==> src/rtl/serial_sub32_pkg.sv <==
// serial_sub32_pkg: shared ALU width defaults, FSM state encoding and flag bundle
package serial_sub32_pkg;
  localparam int WIDTH_DEF = 32;
  localparam int SLICE_DEF = 4;
  typedef enum logic [1:0] {IDLE, RUN, DONE} state_t;
  typedef struct packed {
    logic bout;
    logic v;
    logic z;
  } flags_t;
endpackage

==> src/rtl/serial_sub32_if.sv <==
// serial_sub32_if: operand/result valid-ready bus between the ALU and the serial subtractor
interface serial_sub32_if import serial_sub32_pkg::*; #(
  parameter int WIDTH = WIDTH_DEF
);
  logic in_valid, in_ready, Bin, out_valid, out_ready, Bout, V, Z;
  logic [WIDTH-1:0] A, B, D;
  modport master (output in_valid, A, B, Bin, out_ready, input in_ready, out_valid, D, Bout, V, Z);
  modport slave (input in_valid, A, B, Bin, out_ready, output in_ready, out_valid, D, Bout, V, Z);
endinterface

==> src/rtl/serial_sub32_four_bit_subtractor.sv <==
// serial_sub32_four_bit_subtractor: 4-bit borrow look-ahead subtractor slice
module serial_sub32_four_bit_subtractor (
  input  logic [3:0] i_a,
  input  logic [3:0] i_b,
  input  logic       i_bin,
  output logic [3:0] o_d,
  output logic       o_bout,
  output logic       o_bmsb
);
  logic [3:0] w_g, w_p;
  logic [4:0] w_b;
  // generate borrow where a=0,b=1; propagate an incoming borrow where a==b
  assign w_g = ~i_a & i_b;
  assign w_p = ~(i_a ^ i_b);
  assign w_b[0] = i_bin;
  assign w_b[1] = w_g[0] | (w_p[0] & i_bin);
  assign w_b[2] = w_g[1] | (w_p[1] & w_g[0]) | (&w_p[1:0] & i_bin);
  assign w_b[3] = w_g[2] | (w_p[2] & w_g[1]) | (&w_p[2:1] & w_g[0]) | (&w_p[2:0] & i_bin);
  assign w_b[4] = w_g[3] | (w_p[3] & w_g[2]) | (&w_p[3:2] & w_g[1]) | (&w_p[3:1] & w_g[0]) | (&w_p & i_bin);
  assign o_d = i_a ^ i_b ^ w_b[3:0];
  assign o_bout = w_b[4];
  assign o_bmsb = w_b[3];
endmodule

==> src/rtl/serial_sub32.sv <==
// serial_sub32: multi-cycle A - B - Bin, one 4-bit slice per clock LSB first,
// borrow rippled through a register, valid/ready on both sides.
module serial_sub32 import serial_sub32_pkg::*; #(
  parameter int WIDTH = WIDTH_DEF,
  parameter int SLICE = SLICE_DEF
) (
  input logic clk,
  input logic rst_n,
  serial_sub32_if.slave s
);
  localparam int STEPS = WIDTH / SLICE;
  localparam int CW = $clog2(STEPS);
  state_t r_state;
  logic [CW-1:0] r_cnt;
  logic [WIDTH-1:0] r_a, r_b, r_dout;
  logic [WIDTH-SLICE-1:0] r_d;
  logic r_borrow, r_in_ready, r_out_valid;
  flags_t r_flags;
  logic [SLICE-1:0] w_d;
  logic w_bout, w_bmsb;
  logic [WIDTH-1:0] w_dfull;
  serial_sub32_four_bit_subtractor u_slice (
    .i_a(r_a[SLICE-1:0]), .i_b(r_b[SLICE-1:0]), .i_bin(r_borrow),
    .o_d(w_d), .o_bout(w_bout), .o_bmsb(w_bmsb)
  );
  // operands shift right each step so the current slice is always at the bottom
  assign w_dfull = {w_d, r_d};
  always_ff @(posedge clk or negedge rst_n)
    if (!rst_n) begin
      r_state <= IDLE;
      r_cnt <= '0;
      r_a <= '0;
      r_b <= '0;
      r_d <= '0;
      r_dout <= '0;
      r_borrow <= 1'b0;
      r_flags <= '0;
      r_in_ready <= 1'b1;
      r_out_valid <= 1'b0;
    end else case (r_state)
      IDLE: if (s.in_valid) begin
        r_a <= s.A;
        r_b <= s.B;
        r_borrow <= s.Bin;
        r_cnt <= '0;
        r_in_ready <= 1'b0;
        r_state <= RUN;
      end
      RUN: begin
        r_a <= r_a >> SLICE;
        r_b <= r_b >> SLICE;
        r_d <= w_dfull[WIDTH-1:SLICE];
        r_borrow <= w_bout;
        r_cnt <= r_cnt + 1'b1;
        // last slice: its bit-3 borrow is the borrow into the word MSB
        if (r_cnt == CW'(STEPS - 1)) begin
          r_dout <= w_dfull;
          r_flags <= '{bout: w_bout, v: w_bmsb ^ w_bout, z: w_dfull == '0};
          r_out_valid <= 1'b1;
          r_state <= DONE;
        end
      end
      DONE: if (s.out_ready) begin
        r_out_valid <= 1'b0;
        r_in_ready <= 1'b1;
        r_state <= IDLE;
      end
      default: r_state <= IDLE;
    endcase
  assign s.in_ready = r_in_ready;
  assign s.out_valid = r_out_valid;
  assign s.D = r_dout;
  assign s.Bout = r_flags.bout;
  assign s.V = r_flags.v;
  assign s.Z = r_flags.z;
endmodule

==> src/flat_wrapper.sv <==
// flat-port wrapper written by rule: the top's interface ports become plain ports
module serial_sub32_flat import serial_sub32_pkg::*;
#(
  parameter int WIDTH = WIDTH_DEF,
  parameter int SLICE = SLICE_DEF
)
  (clk, rst_n, s_in_valid, s_A, s_B, s_Bin, s_out_ready, s_in_ready, s_out_valid, s_D, s_Bout, s_V, s_Z);
  serial_sub32_if #(.WIDTH(WIDTH)) s_i ();
  input logic clk;
  input logic rst_n;
  input wire logic [$bits(s_i.in_valid)-1:0] s_in_valid;
  input wire logic [$bits(s_i.A)-1:0] s_A;
  input wire logic [$bits(s_i.B)-1:0] s_B;
  input wire logic [$bits(s_i.Bin)-1:0] s_Bin;
  input wire logic [$bits(s_i.out_ready)-1:0] s_out_ready;
  output wire logic [$bits(s_i.in_ready)-1:0] s_in_ready;
  output wire logic [$bits(s_i.out_valid)-1:0] s_out_valid;
  output wire logic [$bits(s_i.D)-1:0] s_D;
  output wire logic [$bits(s_i.Bout)-1:0] s_Bout;
  output wire logic [$bits(s_i.V)-1:0] s_V;
  output wire logic [$bits(s_i.Z)-1:0] s_Z;
  assign s_i.in_valid = s_in_valid;
  assign s_i.A = s_A;
  assign s_i.B = s_B;
  assign s_i.Bin = s_Bin;
  assign s_i.out_ready = s_out_ready;
  assign s_in_ready = s_i.in_ready;
  assign s_out_valid = s_i.out_valid;
  assign s_D = s_i.D;
  assign s_Bout = s_i.Bout;
  assign s_V = s_i.V;
  assign s_Z = s_i.Z;
  serial_sub32 #(.WIDTH(WIDTH), .SLICE(SLICE)) u_core (.clk(clk), .rst_n(rst_n), .s(s_i));
endmodule
==> config.mk <==
export PLATFORM = sky130hd
export DESIGN_NAME = serial_sub32_flat
export DESIGN_NICKNAME = d
export VERILOG_FILES = /design/src/rtl/serial_sub32_pkg.sv /design/src/rtl/serial_sub32_if.sv /design/src/rtl/serial_sub32_four_bit_subtractor.sv /design/src/rtl/serial_sub32.sv /design/src/flat_wrapper.sv
export SDC_FILE = /design/constraint.sdc
export NUM_CORES = 1
export LEC_CHECK = 0
export ABC_AREA = 1
export BUFFER_PORTS_ARGS = -buffer_cell sky130_fd_sc_hd__buf_2
export CAP_MARGIN = 20
export CORE_ASPECT_RATIO = 1.1
export CORE_MARGIN = 3
export CORE_UTILIZATION = 56
export CTS_CLUSTER_SIZE = 25
export DETAILED_ROUTE_END_ITERATION = 12
export GPL_TIMING_DRIVEN = 1
export PLACE_DENSITY = 0.8
export SLEW_MARGIN = 30
export SYNTH_ARGS = -nofsm -noshare
export SYNTH_HDL_FRONTEND = slang
export SYNTH_SLANG_ARGS = --single-unit
==> constraint.sdc <==
create_clock -name clk -period 1.88 [get_ports clk]
set_input_delay 0.188 -clock clk [delete_from_list [all_inputs] [get_ports clk]]
set_output_delay 0.188 -clock clk [all_outputs]
set_load 0.02 [all_outputs]
======== After elaboration in Yosys (flattened, before gate mapping) ========
Index checks and enable logic that the tools add are counted.
operators by class
  bitwise gates (word level) .............. 26
  $add $sub $neg .......................... 1
  eq/ne operators ......................... 6
  multiplexer cells ....................... 18
  reductions and logical operators ........ 16
operator list
  cell                                                  number
  one-hot mux 32 bit (2 select lines)                   2
  two-way mux 32 bit                                    2
  logical NOT 32 bit                                    1
  AND reduction 3 bit                                   5
  bitwise AND 1 bit                                     10
  OR 1 bit                                              10
  AND reduction 2 bit                                   5
  inverter 4 bit                                        2
  XOR 4 bit                                             2
  two-way mux 2 bit                                     3
  one-hot mux 1 bit (2 select lines)                    3
  one-hot mux 2 bit (3 select lines)                    1
  one-hot mux 3 bit (2 select lines)                    1
  nonzero test 2 bit                                    3
  two-way mux 1 bit                                     5
  bitwise AND 4 bit                                     1
  != test 2 bit (second input constant)                 2
  AND reduction 4 bit                                   1
  adder 3 x 1 -> 3 bit (second input constant)          1
  equality test 3 bit (second input constant)           1
  two-way mux 3 bit                                     1
  equality test 2 x 1 -> 1 bit (second input constant)  1
  equality test 2 bit (second input constant)           1
  logical NOT 2 bit                                     1
  2 further kinds                                       2
storage, ports and cells
  input bits .............................. 69
  flip-flop bits (word level) ............. 135
  output and inout bits ................... 37
  logic and storage cells ................. 79

======== Longest topological paths before layout ========
Gate-level depths: netlist of run 1.
  depth after elaboration ................. 8
  depth in mapped cells ................... 11
  gate-level depth less buffers ........... 11

======== Modules after synthesis ========
A second synthesis of run 1 with hierarchy kept.
unflattened totals
  cells, all modules ...................... 675
  area total of the unflattened synthesis .. 5,908.2 um^2
by module, submodules not included
  module                            cells each  area an instance (um^2)  times used  sequential area each (um^2)
  serial_sub32                      642         5,691.7                  1           3,379.5
  serial_sub32_four_bit_subtractor  33          216.5                    1           0.0

======== Least setup slack after synthesis of run 1 ========
No wires, ideal clock.
  path kind ............................... reg2reg
  from .................................... register u_core.r_b[0]
  to ...................................... register u_core.r_flags (netlist bit u_core.s.Z)
  library setup time ...................... 65 ps
  slack ................................... 452 ps
  data arrival time ....................... 1,363 ps
  path buffers ............................ 0
  required time ........................... 1,815 ps
  cell stages (with the launch flop) ...... 10
  path through ............................ dfrtp_1 inv_1 fa_1 inv_1 nand3_1 nor2_1 nand2_1 nor2_1 nand2_1 nand2_1
on the way
  elaborated cells on any way between the ends .. 17
  those cells by class .................... bitwise: 14; reduce/logical: 3
RTL lines
  what                       RTL line                                source
  from (decl)                serial_sub32.sv:15                      logic [WIDTH-1:0] r_a, r_b, r_dout;
  from (signal assigned)     serial_sub32.sv:43                      r_b <= s.B;
  from (signal assigned)     serial_sub32.sv:51                      r_b <= r_b >> SLICE;
  XOR 4 bit (2 in series)    serial_sub32_four_bit_subtractor.sv:20  assign o_d = i_a ^ i_b ^ w_b[3:0];
  net u_core.u_slice.o_d[0]  serial_sub32_four_bit_subtractor.sv:6   output logic [3:0] o_d,
  logical NOT 32 bit         serial_sub32.sv:58                      r_flags <= '{bout: w_bout, v: w_bmsb ^ w_bout, z: w_dfull == '0};
  to (signal assigned)       serial_sub32.sv:58
  to (decl)                  serial_sub32.sv:18                      flags_t r_flags;
The timed path passes the listed nets, and every way through them passes these cells.
A chain may end at the register's enable or synchronous reset.

======== Worst setup path after layout of run 1 ========
  from .................................... register u_core.r_state[0]
  to ...................................... register u_core.r_b[28]
on the way
  word-level cells in the longest chain between the ends .. 3
  elaborated cells on any way between the ends .. 6
  those cells by class .................... eq/ne: 2; mux: 1; reduce/logical: 3
ends and longest elaborated chain
  what                                                               RTL line            source
  from (decl)                                                        serial_sub32.sv:13  state_t r_state;
  from (signal assigned)                                             serial_sub32.sv:30  r_state <= IDLE;
  from (signal assigned)                                             serial_sub32.sv:47  r_state <= RUN;
  from (signal assigned)                                             serial_sub32.sv:60  r_state <= DONE;
  equality test 2 x 1 -> 1 bit or logical NOT 2 bit (tied branches)  serial_sub32.sv:40  end else case (r_state)
  nonzero test 2 bit (no line) or != test 2 bit (tied branches)      --
  AND reduction 2 bit (no line)                                      --
Several ways; a longest one is shown, not always the timed one.

==> results of run 1 <==
## power breakdown
part | internal, uW | leakage, uW | switching, uW
Clock | 1900 | 0.000261 | 1260
Sequential | 4270 | 0.00169 | 720
Combinational | 1950 | 0.00194 | 3830
Total | 8110 | 0.00389 | 5810
## what timing repair did
action / CTS / global route
resized for setup: 0 / 2
endpoints found under the setup margin: 0 / 8
hold endpoints to repair: 133 / 0
hold buffers: 51 / 0
## stage by stage
| step | util | total power [uW] |
|---|---|---|
| global route | 0.7608 | 15030 |
| floorplan | - | 9078 |
| global placement | 0.6538 | 10290 |
| finish | 0.7608 | 13930 |
| CTS | 0.7601 | 13880 |
| detailed placement | 0.6540 | 10570 |
## cell type report
class | instances | area (um^2)
flip-flops and latches | 135 | 3379
well taps | 140 | 175.2
clock inverters | 12 | 130.1
inverters | 70 | 269.0
repair buffers | 166 | 1171
clock buffers | 18 | 427.9
fillers | 695 | 2411
multi-input cells | 445 | 2116
## state kept, by name (all words and copies together), names as in the netlist
name	count
u_core.r_a	32
u_core.r_b	32
u_core.s.D	32
u_core.r_d	28
u_core.r_cnt	3
u_core.r_state	2
u_core.r_borrow	1
u_core.s.Bout	1
u_core.s.V	1
u_core.s.Z	1
u_core.s.in_ready	1
u_core.s.out_valid	1
## logic make-up after synthesis
kind of cell / Yosys count / synth area share
XOR/XNOR: 1 / 0.001479
AO/OA/AOI/OAI: 123 / 0.1280
flip-flops: 135 / 0.5704
AND/OR/NAND/NOR: 313 / 0.2095
buffers and inverters: 106 / 0.07244
adder cells (fa/ha/maj): 8 / 0.01816
## cell usage in the layout (no fill, tap or decap), types with 3 or more instances in the layout
cell and instances:
sky130_fd_sc_hd__buf_12 4, sky130_fd_sc_hd__inv_1 66, sky130_fd_sc_hd__buf_4 5, sky130_fd_sc_hd__nand2_2 3, sky130_fd_sc_hd__nor3_1 29, sky130_fd_sc_hd__a21oi_1 3
sky130_fd_sc_hd__buf_2 104, sky130_fd_sc_hd__dlygate4sd3_1 51, sky130_fd_sc_hd__clkinvlp_4 6, sky130_fd_sc_hd__ha_1 7, sky130_fd_sc_hd__clkbuf_16 16, sky130_fd_sc_hd__dfrtp_1 134
sky130_fd_sc_hd__nand3_1 10, sky130_fd_sc_hd__nand2_1 220, sky130_fd_sc_hd__a22o_1 4, sky130_fd_sc_hd__a211oi_1 19, sky130_fd_sc_hd__a211oi_2 10, sky130_fd_sc_hd__nor2_1 49
sky130_fd_sc_hd__clkinv_2 3, sky130_fd_sc_hd__o21ai_0 85
## path summary, 6_finish.rpt
check | from | endpoint | slack [ns]
worst max-delay path | u_core.r_state[0]$_DFFE_PN0P_ | u_core.r_b[28]$_DFFE_PN0P_ | 0.13
worst min-delay path | s_B[8] | u_core.r_b[8]$_DFFE_PN0P_ | 0.02
worst max register to register | u_core.r_state[0]$_DFFE_PN0P_ | u_core.r_b[28]$_DFFE_PN0P_ | 0.13
worst min register to register | u_core.s.in_ready$_DFFE_PN1P_ | u_core.s.in_ready$_DFFE_PN1P_ | 0.47
max in group asynchronous | rst_n | u_core.r_a[19]$_DFFE_PN0P_ | 1.08
min in group asynchronous | rst_n | u_core.r_d[9]$_DFFE_PN0P_ | 0.16
## critical path, delay by kind of cell (launching register included)
| kind | cells | cell delay [ns] |
|---|---|---|
| and+or+nand+nor | 2 | 0.17 |
| buffers and inverters | 2 | 0.70 |
| AOI/OAI and AO/OA | 1 | 0.31 |
| DFF | 1 | 0.44 |
## metal layers
layer  share of wire  GRT usage  wire length [um]
met5               0          0                 0
met3           0.062    0.06225               915
met1            0.41     0.3178              6124
met4           0.025     0.1108               365
met2            0.50     0.4577              7356
==> metrics.txt, run 1 <==
# TYPE chip_impl_metric gauge
chip_impl_info{name="worstSetupPathType",value="reg -> reg"} 1
chip_impl_metric{name="post-place-cells",unit=""} 905
chip_impl_metric{name="global_route_wire_length_before_repair",unit="mm"} 24.88
chip_impl_metric{name="cts-buffers-inserted",unit=""} 17
chip_impl_metric{name="fp.dieH",unit="um"} 113.9
chip_impl_metric{name="synth_edf_count",unit=""} 0
chip_impl_metric{name="number_of_post_cts_setup_repair_buffers",unit=""} 0
chip_impl_metric{name="syn-cell-area",unit="mm^2"} 0.005924
chip_impl_metric{name="placeable_core_region",unit="mm^2"} 0.01008
chip_impl_metric{name="power.density",unit="mW/mm^2"} 1816
chip_impl_info{name="netlist.top_cell.by_area",value="sky130_fd_sc_hd__dfrtp_1"} 1
chip_impl_metric{name="syn_inst",unit=""} 686
chip_impl_metric{name="drv_cap",unit=""} 0
chip_impl_metric{name="ys_warn_count",unit=""} 0
chip_impl_metric{name="worstPathRequired",unit="ns"} 2.30
chip_impl_metric{name="slew_headroom",unit=""} 0.5452
chip_impl_metric{name="final.setup.worst_slack",unit="ns"} 0.1310
chip_impl_metric{name="crit_path_max_fanout",unit=""} 32
chip_impl_metric{name="final-instance-count-excl-fill",unit=""} 986
chip_impl_metric{name="antennaDiodeCount",unit=""} 0
chip_impl_metric{name="vias_in_the_first_global_route",unit=""} 5386
chip_impl_metric{name="post-route-cell-area",unit="mm^2"} 0.007669
chip_impl_metric{name="worst_hold_slack",unit="ns"} 0.02188
chip_impl_metric{name="fin_setup_tns",unit="ns"} 0
chip_impl_metric{name="max_slew.worst_pin.slew",unit="ns"} 0.6822
chip_impl_metric{name="cts_buffer_depth",unit=""} 2
chip_impl_metric{name="cts.reportedPaths.clkPinSlew",unit="ns"} 0.06
chip_impl_metric{name="avgRoutedWirePerCell",unit="um"} 14.97
chip_impl_metric{name="synth_sequential_area_ratio",unit=""} 0.5704
chip_impl_info{name="setup_repair_after_global_routing_missed_its_margin",value="false"} 1
chip_impl_metric{name="worst_path_largest_cell_delay",unit="ns"} 0.44
chip_impl_metric{name="dp_hpwl",unit="mm"} 8.674
chip_impl_info{name="outcome",value="completed"} 1
chip_impl_metric{name="largest_net_degree_at_the_start_of_global_routing",unit=""} 100
chip_impl_metric{name="initial_util",unit=""} 0.5878
chip_impl_metric{name="std_cell_rows",unit=""} 38
chip_impl_metric{name="cellLeakagePower",unit="uW"} 0.003890
chip_impl_metric{name="post-synth-top-area-fraction",unit=""} 0.5660
chip_impl_metric{name="post_dp_cell_area",unit="mm^2"} 0.006593
chip_impl_info{name="synth_area_leaders",value="sky130_fd_sc_hd__dfrtp_1 57%, sky130_fd_sc_hd__nand2_1 14%, sky130_fd_sc_hd__o21ai_0 7.2%, sky130_fd_sc_hd__inv_1 4.2%, sky130_fd_sc_hd__nor2_1 3.1%"} 1
chip_impl_metric{name="setup_viol",unit=""} 0
chip_impl_metric{name="place_ws",unit="ns"} 0.1046
chip_impl_metric{name="layout.nets",unit=""} 912
chip_impl_metric{name="timing_max_transition_violations_final",unit=""} 0
chip_impl_metric{name="finalWorstPathRequiredPeriod",unit="ns"} 1.749
chip_impl_info{name="synth_most_common_cell",value="sky130_fd_sc_hd__nand2_1"} 1
chip_impl_metric{name="finalClockSkew",unit="ns"} 0.006956
chip_impl_metric{name="clock_latency",unit="ns"} 0.53
chip_impl_metric{name="pin_count",unit=""} 106
chip_impl_metric{name="vias_per_cell",unit=""} 5.283
chip_impl_metric{name="place.port_buffers",unit=""} 105
chip_impl_metric{name="clock.fmax",unit="MHz"} 571.8
chip_impl_metric{name="avgSynthCellArea",unit="um^2"} 8.636
chip_impl_metric{name="grt_antenna_before_repair",unit=""} 0
chip_impl_metric{name="rr_worst_depth",unit=""} 5
chip_impl_metric{name="drc",unit=""} 0
chip_impl_metric{name="detailedRoute.firstIterationViolations",unit=""} 364
chip_impl_info{name="post_synth_most_frequent_cells",value="220 x sky130_fd_sc_hd__nand2_1, 134 x sky130_fd_sc_hd__dfrtp_1, 85 x sky130_fd_sc_hd__o21ai_0"} 1
chip_impl_info{name="timing.critical_path.from_type",value="register"} 1
chip_impl_metric{name="area_delta_synth_final",unit="%"} 29.44
chip_impl_metric{name="timing.critical_path.arrival",unit="ns"} 2.17
chip_impl_metric{name="clock_sinks",unit=""} 135
chip_impl_metric{name="drtPass1Iterations",unit=""} 6
chip_impl_metric{name="h_tree_depth",unit=""} 4
chip_impl_metric{name="dieWidth",unit="um"} 104.1
chip_impl_info{name="timing.hold.worst.class",value="in -> reg"} 1
chip_impl_metric{name="layout-drive-gt1-share",unit=""} 0.1939
chip_impl_metric{name="final_antenna_net_count",unit=""} 0
chip_impl_metric{name="finalWirelength",unit="mm"} 14.76
chip_impl_metric{name="synth_nets",unit=""} 763
chip_impl_metric{name="synth_seq_cells",unit=""} 135
chip_impl_metric{name="routed-via-count",unit=""} 5209
chip_impl_info{name="synth_flop_cell",value="sky130_fd_sc_hd__dfrtp_1"} 1
chip_impl_metric{name="timing_hold_violations_final",unit=""} 0
chip_impl_metric{name="global_route.overflow_total",unit=""} 0
chip_impl_metric{name="die-area",unit="mm^2"} 0.01185
chip_impl_metric{name="timing.hold.worst_path_depth",unit=""} 3
chip_impl_metric{name="yosys.cell_types.count",unit=""} 26
chip_impl_metric{name="max-vdd-ir-drop",unit="mV"} 0.9805
chip_impl_metric{name="min_period_over_period",unit=""} 0.9303
chip_impl_info{name="crit_slowest_cell",value="sky130_fd_sc_hd__dfrtp_1"} 1
chip_impl_info{name="cts_tree",value="yes"} 1
chip_impl_info{name="cts_root_buf",value="sky130_fd_sc_hd__clkbuf_8"} 1
chip_impl_metric{name="place.gp.congestion",unit=""} 0.8176
chip_impl_metric{name="global_route.usage.total",unit=""} 0.2635
chip_impl_info{name="critPathCaptureType",value="register"} 1
chip_impl_info{name="critical_path_cell_sequence",value="nor2_1, nand2_2, buf_4, clkinvlp_4, a22o_1"} 1
chip_impl_metric{name="async_set_or_reset_register_ratio_after_synthesis",unit=""} 1.000
(Power assumes the default switching activity.)
==> run 2, diff against run 1 <==
--- a/config.mk
+++ b/config.mk
@@ -5,16 +5,15 @@
 export SDC_FILE = /design/constraint.sdc
 export NUM_CORES = 1
 export LEC_CHECK = 0
-export ABC_AREA = 1
 export BUFFER_PORTS_ARGS = -buffer_cell sky130_fd_sc_hd__buf_2
 export CAP_MARGIN = 20
 export CORE_ASPECT_RATIO = 1.1
 export CORE_MARGIN = 3
-export CORE_UTILIZATION = 56
+export CORE_UTILIZATION = 55
 export CTS_CLUSTER_SIZE = 25
 export DETAILED_ROUTE_END_ITERATION = 12
 export GPL_TIMING_DRIVEN = 1
-export PLACE_DENSITY = 0.8
+export PLACE_DENSITY = 0.79
 export SLEW_MARGIN = 30
 export SYNTH_ARGS = -nofsm -noshare
 export SYNTH_HDL_FRONTEND = slang
==> metrics.txt, run 2 <==
# TYPE chip_impl_metric gauge
chip_impl_metric{name="cts_buffer_depth",unit=""} 2
chip_impl_metric{name="avgRoutedWirePerCell",unit="um"} 15.97
chip_impl_metric{name="overall_power",unit="uW"} 12770
chip_impl_info{name="grt-busiest-layer",value="met2"} 1
chip_impl_metric{name="vias_in_the_first_global_route",unit=""} 4878
chip_impl_metric{name="area_delta_synth_final",unit="%"} 33.90
chip_impl_metric{name="std_cell_rows",unit=""} 38
chip_impl_info{name="worst_r2r_endpoint",value="u_core.s.Z$_DFFE_PN0P_"} 1
chip_impl_metric{name="worstPathRequired",unit="ns"} 2.34
chip_impl_info{name="worstSetupPathType",value="reg -> reg"} 1
chip_impl_metric{name="finalClockSkew",unit="ns"} 0.01052
chip_impl_info{name="synth_area_leaders",value="sky130_fd_sc_hd__dfrtp_1 58%, sky130_fd_sc_hd__nand2_1 10%, sky130_fd_sc_hd__mux2i_1 9.6%, sky130_fd_sc_hd__mux2_2 5.8%, sky130_fd_sc_hd__o21ai_0 3.9%"} 1
chip_impl_metric{name="avgSynthCellArea",unit="um^2"} 10.63
chip_impl_metric{name="clock_latency",unit="ns"} 0.53
chip_impl_metric{name="synth_seq_cells",unit=""} 135
chip_impl_metric{name="power.density",unit="mW/mm^2"} 1640
chip_impl_metric{name="yosys.cell_types.count",unit=""} 35
chip_impl_metric{name="gr-usage-met2",unit=""} 0.4291
chip_impl_metric{name="dieWidth",unit="um"} 104.1
chip_impl_metric{name="setup_viol",unit=""} 0
chip_impl_metric{name="clock_sinks",unit=""} 135
chip_impl_metric{name="ff_latch_area",unit="mm^2"} 0.003379
chip_impl_metric{name="rr_worst_depth",unit=""} 6
chip_impl_metric{name="finalWirelength",unit="mm"} 13.87
chip_impl_metric{name="initial_util",unit=""} 0.5771
chip_impl_info{name="most_common_cell_after_layout_fill_and_taps_aside",value="sky130_fd_sc_hd__nand2_1"} 1
chip_impl_metric{name="utilization",unit=""} 0.7727
chip_impl_info{name="post_synth_most_frequent_cells",value="162 x sky130_fd_sc_hd__nand2_1, 134 x sky130_fd_sc_hd__dfrtp_1, 56 x sky130_fd_sc_hd__mux2i_1"} 1
chip_impl_metric{name="timing.hold.worst_path_depth",unit=""} 3
chip_impl_metric{name="synth_sequential_area_ratio",unit=""} 0.5810
chip_impl_info{name="outcome",value="completed"} 1
chip_impl_metric{name="grt_antenna_before_repair",unit=""} 0
chip_impl_metric{name="cts.reportedPaths.clkPinSlew",unit="ns"} 0.06
chip_impl_metric{name="worst_path_largest_cell_delay",unit="ns"} 0.52
chip_impl_metric{name="drc",unit=""} 0
chip_impl_metric{name="cellLeakagePower",unit="uW"} 0.003756
chip_impl_metric{name="async_set_or_reset_register_ratio_after_synthesis",unit=""} 1.000
chip_impl_metric{name="final_antenna_net_count",unit=""} 0
chip_impl_metric{name="max-vdd-ir-drop",unit="mV"} 0.9062
chip_impl_info{name="cts_tree",value="yes"} 1
chip_impl_metric{name="die-area",unit="mm^2"} 0.01185
chip_impl_info{name="timing.hold.worst.class",value="in -> reg"} 1
chip_impl_info{name="critical_path_cell_sequence",value="inv_1, fa_1, nor4_1, nand4_1, nor4_1, a31o_1"} 1
chip_impl_metric{name="fp.dieH",unit="um"} 113.9
chip_impl_info{name="timing.hold.worst_endpoint",value="u_core.r_a[2]$_DFFE_PN0P_"} 1
chip_impl_metric{name="layout.nets",unit=""} 792
chip_impl_metric{name="global_route.overflow_total",unit=""} 0
chip_impl_info{name="critPathCaptureType",value="register"} 1
chip_impl_metric{name="ys_warn_count",unit=""} 0
chip_impl_metric{name="dp_hpwl",unit="mm"} 8.440
chip_impl_info{name="crit_path_frequent_cell",value="sky130_fd_sc_hd__nor4_1"} 1
chip_impl_info{name="timing.critical_path.from_type",value="register"} 1
chip_impl_metric{name="placeable_core_region",unit="mm^2"} 0.01008
chip_impl_metric{name="h_tree_depth",unit=""} 4
chip_impl_metric{name="post_dp_cell_area",unit="mm^2"} 0.006563
chip_impl_metric{name="synth_nets",unit=""} 624
chip_impl_info{name="synth_most_common_cell",value="sky130_fd_sc_hd__nand2_1"} 1
chip_impl_metric{name="cts-buffers-inserted",unit=""} 17
chip_impl_metric{name="place.port_buffers",unit=""} 105
chip_impl_metric{name="finalWorstPathRequiredPeriod",unit="ns"} 1.775
chip_impl_metric{name="post-place-cells",unit=""} 771
chip_impl_metric{name="drv_cap",unit=""} 0
chip_impl_metric{name="worst_hold_slack",unit="ns"} 0.004497
chip_impl_metric{name="timing.critical_path.arrival",unit="ns"} 2.23
chip_impl_info{name="layout.cells.most_common_list",value="162 x sky130_fd_sc_hd__nand2_1, 134 x sky130_fd_sc_hd__dfrtp_1, 104 x sky130_fd_sc_hd__buf_2"} 1
chip_impl_metric{name="post-route-cell-area",unit="mm^2"} 0.007789
chip_impl_metric{name="syn_inst",unit=""} 547
chip_impl_metric{name="routed-via-count",unit=""} 4665
chip_impl_metric{name="clock.fmax",unit="MHz"} 563.5
chip_impl_metric{name="largest_net_degree_at_the_start_of_global_routing",unit=""} 113
chip_impl_metric{name="global_route.usage.total",unit=""} 0.2486
chip_impl_metric{name="antennaDiodeCount",unit=""} 0
chip_impl_info{name="setup_repair_after_global_routing_missed_its_margin",value="false"} 1
chip_impl_metric{name="min_period_over_period",unit=""} 0.9439
chip_impl_info{name="hold_path.startpoint",value="s_A[2]"} 1
chip_impl_metric{name="place.gp.congestion",unit=""} 0.7887
chip_impl_metric{name="layout-drive-gt1-share",unit=""} 0.2569
chip_impl_metric{name="max_slew.worst_pin.slew",unit="ns"} 0.4697
chip_impl_metric{name="timing_max_transition_violations_final",unit=""} 0
chip_impl_metric{name="final-instance-count-excl-fill",unit=""} 868
chip_impl_info{name="netlist.top_cell.by_area",value="sky130_fd_sc_hd__dfrtp_1"} 1
chip_impl_info{name="synth_flop_cell",value="sky130_fd_sc_hd__dfrtp_1"} 1
chip_impl_metric{name="synth_edf_count",unit=""} 0
chip_impl_metric{name="syn-cell-area",unit="mm^2"} 0.005817
chip_impl_metric{name="timing_hold_violations_final",unit=""} 0
chip_impl_metric{name="reg2reg_slack",unit="ns"} 0.11
chip_impl_info{name="crit_slowest_cell",value="sky130_fd_sc_hd__fa_1"} 1
chip_impl_metric{name="slew_headroom",unit=""} 0.6869
chip_impl_metric{name="drtPass1Iterations",unit=""} 5
chip_impl_info{name="cts_root_buf",value="sky130_fd_sc_hd__clkbuf_8"} 1
chip_impl_metric{name="number_of_fill_cells_in_the_layout",unit=""} 616
chip_impl_metric{name="detailedRoute.firstIterationViolations",unit=""} 232
chip_impl_metric{name="global_route_wire_length_before_repair",unit="mm"} 23.49
chip_impl_metric{name="vias_per_cell",unit=""} 5.374
chip_impl_metric{name="post-synth-top-area-fraction",unit=""} 0.5765
chip_impl_info{name="r2r-start",value="u_core.r_borrow$_DFFE_PN0P_"} 1
chip_impl_metric{name="multi_input_area",unit="mm^2"} 0.002263
chip_impl_metric{name="met3_usage",unit=""} 0.05716
chip_impl_metric{name="pin_count",unit=""} 106
chip_impl_metric{name="crit_path_max_fanout",unit=""} 3
chip_impl_metric{name="global_route.usage.met1",unit=""} 0.3042
## run 2: where the power goes
group / total (uW) / internal [uW] / leakage [uW] / switching (uW)
Combinational: 4710 / 1940 / 0.00173 / 2770
Clock: 3160 / 1890 / 0.000274 / 1280
Sequential: 4900 / 4070 / 0.00175 / 827
Total: 12800 / 7900 / 0.00376 / 4870
## run 2: cells by family after synthesis
logic type | share of synthesized area
mux | 0.1544
simple gates | 0.1265
xor+xnor | 0.004518
fa+ha+maj | 0.01850
compound gates | 0.08088
flops | 0.5810
buf+inv | 0.03420
## run 2: what timing repair did
item / CTS / global route
hold endpoints to repair: 172 / 0
resized for setup: 1 / 1
buffers inserted: 0 / 2
pin swaps: 0 / 0
hold buffers: 63 / 0
setup endpoints to repair: 1 / 1
cloned: 0 / 0
## run 2: per-stage QoR
stage                TNS (ns)  worst slack [ns]
finish                      0            0.1055
global route                0          0.002803
CTS                         0           0.09643
detailed placement  -0.005304         -0.005304
global placement            0            0.1447
floorplan                   0            0.2282
## run 2: worst max path at each step
stage | from | endpoint | slack [ns] | cells after the start
3_3_place_gp | u_core.r_a[0]$_DFFE_PN0P_ | u_core.s.Z$_DFFE_PN0P_ | 0.14 | 6
3_5_place_dp | u_core.r_a[0]$_DFFE_PN0P_ | u_core.s.Z$_DFFE_PN0P_ | -0.005 | 6
5_1_grt | u_core.r_state[1]$_DFFE_PN0P_ | u_core.r_a[9]$_DFFE_PN0P_ | 0.003 | 5
2_1_floorplan | u_core.r_b[0]$_DFFE_PN0P_ | u_core.s.Z$_DFFE_PN0P_ | 0.23 | 5
6_report | u_core.r_borrow$_DFFE_PN0P_ | u_core.s.Z$_DFFE_PN0P_ | 0.11 | 6
4_1_cts | u_core.r_a[0]$_DFFE_PN0P_ | u_core.s.Z$_DFFE_PN0P_ | 0.1 | 6
## run 2: worst max-delay path, delay by kind of cell, from the launching register on
| kind | cells | cell delay [ns] |
|---|---|---|
| and+or+nand+nor | 3 | 0.55 |
| adders and majority gates | 1 | 0.52 |
| DFF | 1 | 0.39 |
| AOI/OAI and AO/OA | 1 | 0.18 |
| buffers and inverters | 1 | 0.08 |
## run 2: layer usage
metal	part of all wire	vias up	wire length, um
li1	-	2182	-
met1	0.42	2286	5792
met2	0.51	162	7090
met3	0.048	35	659
met4	0.023	0	323
met5	0	-	0
## run 2: area by class of cell
cell class | count | area share
flip-flops and latches | 135 | 0.4339
multi-input cells | 370 | 0.2906
repair buffers | 182 | 0.1756
clock buffers | 17 | 0.05317
well taps | 140 | 0.02249
clock inverters | 15 | 0.01992
inverters | 9 | 0.004337
==> run 3, diff against run 2 <==
--- a/config.mk
+++ b/config.mk
@@ -5,6 +5,7 @@
 export SDC_FILE = /design/constraint.sdc
 export NUM_CORES = 1
 export LEC_CHECK = 0
+export ABC_CLOCK_PERIOD_IN_PS = 1700
 export BUFFER_PORTS_ARGS = -buffer_cell sky130_fd_sc_hd__buf_2
 export CAP_MARGIN = 20
 export CORE_ASPECT_RATIO = 1.1
@@ -14,6 +15,7 @@
 export DETAILED_ROUTE_END_ITERATION = 12
 export GPL_TIMING_DRIVEN = 1
 export PLACE_DENSITY = 0.79
+export RECOVER_POWER = 100
 export SLEW_MARGIN = 30
 export SYNTH_ARGS = -nofsm -noshare
 export SYNTH_HDL_FRONTEND = slang
==> constraint.sdc (replaced) <==
create_clock -name clk -period 1.7 [get_ports clk]
set_input_delay 0.17 -clock clk [delete_from_list [all_inputs] [get_ports clk]]
set_output_delay 0.17 -clock clk [all_outputs]
set_load 0.02 [all_outputs]
==> metrics.txt, run 3 (synthesis results as in run 2) <==
# TYPE chip_impl_metric gauge
chip_impl_metric{name="initial_util",unit=""} 0.5771
chip_impl_metric{name="drv_cap",unit=""} 0
chip_impl_metric{name="finalClockSkew",unit="ns"} 0.006171
chip_impl_metric{name="place.gp.congestion",unit=""} 0.7985
chip_impl_metric{name="number_of_fill_cells_in_the_layout",unit=""} 615
chip_impl_metric{name="global_route.overflow_total",unit=""} 0
chip_impl_metric{name="routed-via-count",unit=""} 4826
chip_impl_metric{name="finalWorstPathRequiredPeriod",unit="ns"} 1.849
chip_impl_metric{name="final-instance-count-excl-fill",unit=""} 881
chip_impl_info{name="crit_end",value="u_core.s.Z$_DFFE_PN0P_"} 1
chip_impl_metric{name="rr_worst_depth",unit=""} 7
chip_impl_metric{name="clock_latency",unit="ns"} 0.52
chip_impl_metric{name="detailedRoute.firstIterationViolations",unit=""} 218
chip_impl_metric{name="max_slew.worst_pin.slew",unit="ns"} 1.410
chip_impl_metric{name="power.density",unit="mW/mm^2"} 1917
chip_impl_metric{name="cts.reportedPaths.clkPinSlew",unit="ns"} 0.06
chip_impl_metric{name="dieWidth",unit="um"} 104.1
chip_impl_info{name="outcome",value="finished, violations left"} 1
chip_impl_metric{name="cts-buffers-inserted",unit=""} 17
chip_impl_metric{name="timing_hold_violations_final",unit=""} 0
chip_impl_info{name="timing.critical_path.from_type",value="register"} 1
chip_impl_metric{name="switching_power",unit="uW"} 5620
chip_impl_metric{name="internal-power",unit="uW"} 9715
chip_impl_metric{name="area_delta_synth_final",unit="%"} 37.49
chip_impl_metric{name="clock_sinks",unit=""} 135
chip_impl_metric{name="final_antenna_net_count",unit=""} 0
chip_impl_info{name="critPathCaptureType",value="register"} 1
chip_impl_metric{name="comb_power_share",unit=""} 0.364
chip_impl_metric{name="global_route_wire_length_before_repair",unit="mm"} 25.72
chip_impl_info{name="r2r-start",value="u_core.r_b[0]$_DFFE_PN0P_"} 1
chip_impl_metric{name="pin_count",unit=""} 106
chip_impl_metric{name="worstPathRequired",unit="ns"} 2.11
chip_impl_info{name="failed_checks",value="negative setup slack"} 1
chip_impl_info{name="critical_path.startpoint",value="u_core.r_b[0]$_DFFE_PN0P_"} 1
chip_impl_metric{name="setup_viol",unit=""} 11
chip_impl_metric{name="cellLeakagePower",unit="uW"} 0.003744
chip_impl_metric{name="vias_per_cell",unit=""} 5.478
chip_impl_metric{name="slew_headroom",unit=""} 0.06031
chip_impl_metric{name="avgRoutedWirePerCell",unit="um"} 17.64
chip_impl_metric{name="timing.critical_path.arrival",unit="ns"} 2.25
chip_impl_info{name="crit_slowest_cell",value="sky130_fd_sc_hd__dfrtp_1"} 1
chip_impl_metric{name="final.setup.worst_slack",unit="ns"} -0.1489
chip_impl_metric{name="vias_in_the_first_global_route",unit=""} 5229
chip_impl_info{name="cts_tree",value="yes"} 1
chip_impl_metric{name="cts_buffer_depth",unit=""} 2
chip_impl_metric{name="layout-drive-gt1-share",unit=""} 0.2227
chip_impl_metric{name="post-place-cells",unit=""} 781
chip_impl_metric{name="ff_latch_area",unit="mm^2"} 0.003379
chip_impl_info{name="setup_repair_after_global_routing_missed_its_margin",value="true"} 1
chip_impl_info{name="cts_root_buf",value="sky130_fd_sc_hd__clkbuf_8"} 1
chip_impl_metric{name="pwr-share-clk",unit=""} 0.279
chip_impl_metric{name="max-vdd-ir-drop",unit="mV"} 1.131
chip_impl_metric{name="min_period_over_period",unit=""} 1.088
chip_impl_metric{name="swShare",unit=""} 0.3665
chip_impl_metric{name="worst_path_largest_cell_delay",unit="ns"} 0.41
chip_impl_metric{name="antennaDiodeCount",unit=""} 0
chip_impl_metric{name="grt_antenna_before_repair",unit=""} 0
chip_impl_info{name="most_common_cell_after_layout_fill_and_taps_aside",value="sky130_fd_sc_hd__nand2_1"} 1
chip_impl_metric{name="drtPass1Iterations",unit=""} 4
chip_impl_metric{name="place.port_buffers",unit=""} 105
chip_impl_metric{name="multi_input_area",unit="mm^2"} 0.002302
chip_impl_metric{name="clock.fmax",unit="MHz"} 540.8
chip_impl_metric{name="crit_path_max_fanout",unit=""} 4
chip_impl_info{name="layout.cells.most_common_list",value="163 x sky130_fd_sc_hd__nand2_1, 134 x sky130_fd_sc_hd__dfrtp_1, 67 x sky130_fd_sc_hd__dlygate4sd3_1, 67 x sky130_fd_sc_hd__buf_2, 56 x sky130_fd_sc_hd__mux2i_1"} 1
chip_impl_metric{name="h_tree_depth",unit=""} 4
chip_impl_metric{name="die-area",unit="mm^2"} 0.01185
chip_impl_metric{name="std_cell_rows",unit=""} 38
chip_impl_metric{name="global_route.usage.total",unit=""} 0.2760
chip_impl_metric{name="crit_cells",unit=""} 7
chip_impl_info{name="timing.hold.worst.class",value="in -> reg"} 1
chip_impl_metric{name="drc",unit=""} 0
chip_impl_metric{name="placeable_core_region",unit="mm^2"} 0.01008
chip_impl_metric{name="path_buf_inv",unit=""} 2
chip_impl_metric{name="timing_max_transition_violations_final",unit=""} 0
chip_impl_metric{name="dp_hpwl",unit="mm"} 8.612
chip_impl_metric{name="reg2reg_slack",unit="ns"} -0.15
chip_impl_info{name="worstSetupPathType",value="reg -> reg"} 1
chip_impl_metric{name="finalWirelength",unit="mm"} 15.54
chip_impl_metric{name="timing.hold.worst_path_depth",unit=""} 3
chip_impl_info{name="worst_r2r_endpoint",value="u_core.s.Z$_DFFE_PN0P_"} 1
chip_impl_metric{name="seqPwrFrac",unit=""} 0.357
chip_impl_metric{name="largest_net_degree_at_the_start_of_global_routing",unit=""} 71
chip_impl_info{name="critical_path_cell_sequence",value="buf_4, ha_4, a211o_1, a21oi_2, buf_6, xnor2_4, a31o_1"} 1
chip_impl_metric{name="place_ws",unit="ns"} -0.08663
chip_impl_info{name="critPathTopFamily",value="compound AO/OA/AOI/OAI gates"} 1
chip_impl_metric{name="layout.nets",unit=""} 806
chip_impl_metric{name="fp.dieH",unit="um"} 113.9
[run 3: final cells by class]
type,count,area share
clock buffer,20,0.05569
clock inverter,11,0.03051
inverter,9,0.004224
multi-input combinational,370,0.2879
sequential,135,0.4226
tap,140,0.02190
timing repair buffer,196,0.1773
[run 3: power groups by stage]
stage / clock network (uW) / logic [uW] / registers (uW)
4_1_cts: 4340 / 5540 / 5400
3_3_place_gp: 0 / 4990 / 5350
3_5_place_dp: 0 / 5220 / 5430
2_1_floorplan: 0 / 3160 / 5620
6_report: 4280 / 5580 / 5470
5_1_grt: 4470 / 6140 / 5620
[run 3: worst min-delay path by stage]
stage	from	to	slack, ns
after global placement	rst_n	u_core.s.D[20]$_DFFE_PN0P_	0.17
after floorplan	rst_n	u_core.r_a[0]$_DFFE_PN0P_	-0.13
final	s_A[16]	u_core.r_a[16]$_DFFE_PN0P_	0.02
after detailed placement	rst_n	u_core.s.D[24]$_DFFE_PN0P_	0.17
after global routing	s_A[16]	u_core.r_a[16]$_DFFE_PN0P_	0.05
after CTS	s_A[16]	u_core.r_a[16]$_DFFE_PN0P_	0.002
[run 3: tightest hold or removal path, delay by kind of cell]
| family | cells | cell delay [ns] |
|---|---|---|
| compound gates | 1 | 0.19 |
| buf+inv | 1 | 0.08 |
| mux | 1 | 0.06 |
[run 3: through the flow]
stage          cell area [um^2]  utilization  setup TNS (ns)  total power [uW]  hold slack, ns
2_1_floorplan              5817            -               0              8780         -0.1256
3_3_place_gp               6663       0.6610               0             10340          0.1715
3_5_place_dp               6663       0.6610         -0.1500             10650          0.1707
4_1_cts                    8060       0.7997        -0.07286             15280        0.001672
5_1_grt                    7998       0.7934          -4.876             16230         0.04798
6_report                   7998       0.7934         -0.5901             15340         0.02219
[run 3: repair_timing]
item                                   in CTS  in global routing
setup endpoints to repair                   4                 22
pin swaps                                   5                  8
setup buffers                               1                  1
gates resized for setup                     8                  8
endpoints found under the hold margin     121                  0
hold buffers                               67                  0
[run 3: per-layer routing]
metal,GRT usage,wire length (um),up-vias
met5,0,0,-
met2,0.4998,8443,185
li1,-,-,2205
met3,0.06791,756,49
met1,0.3031,5814,2387
met4,0.1392,528,0
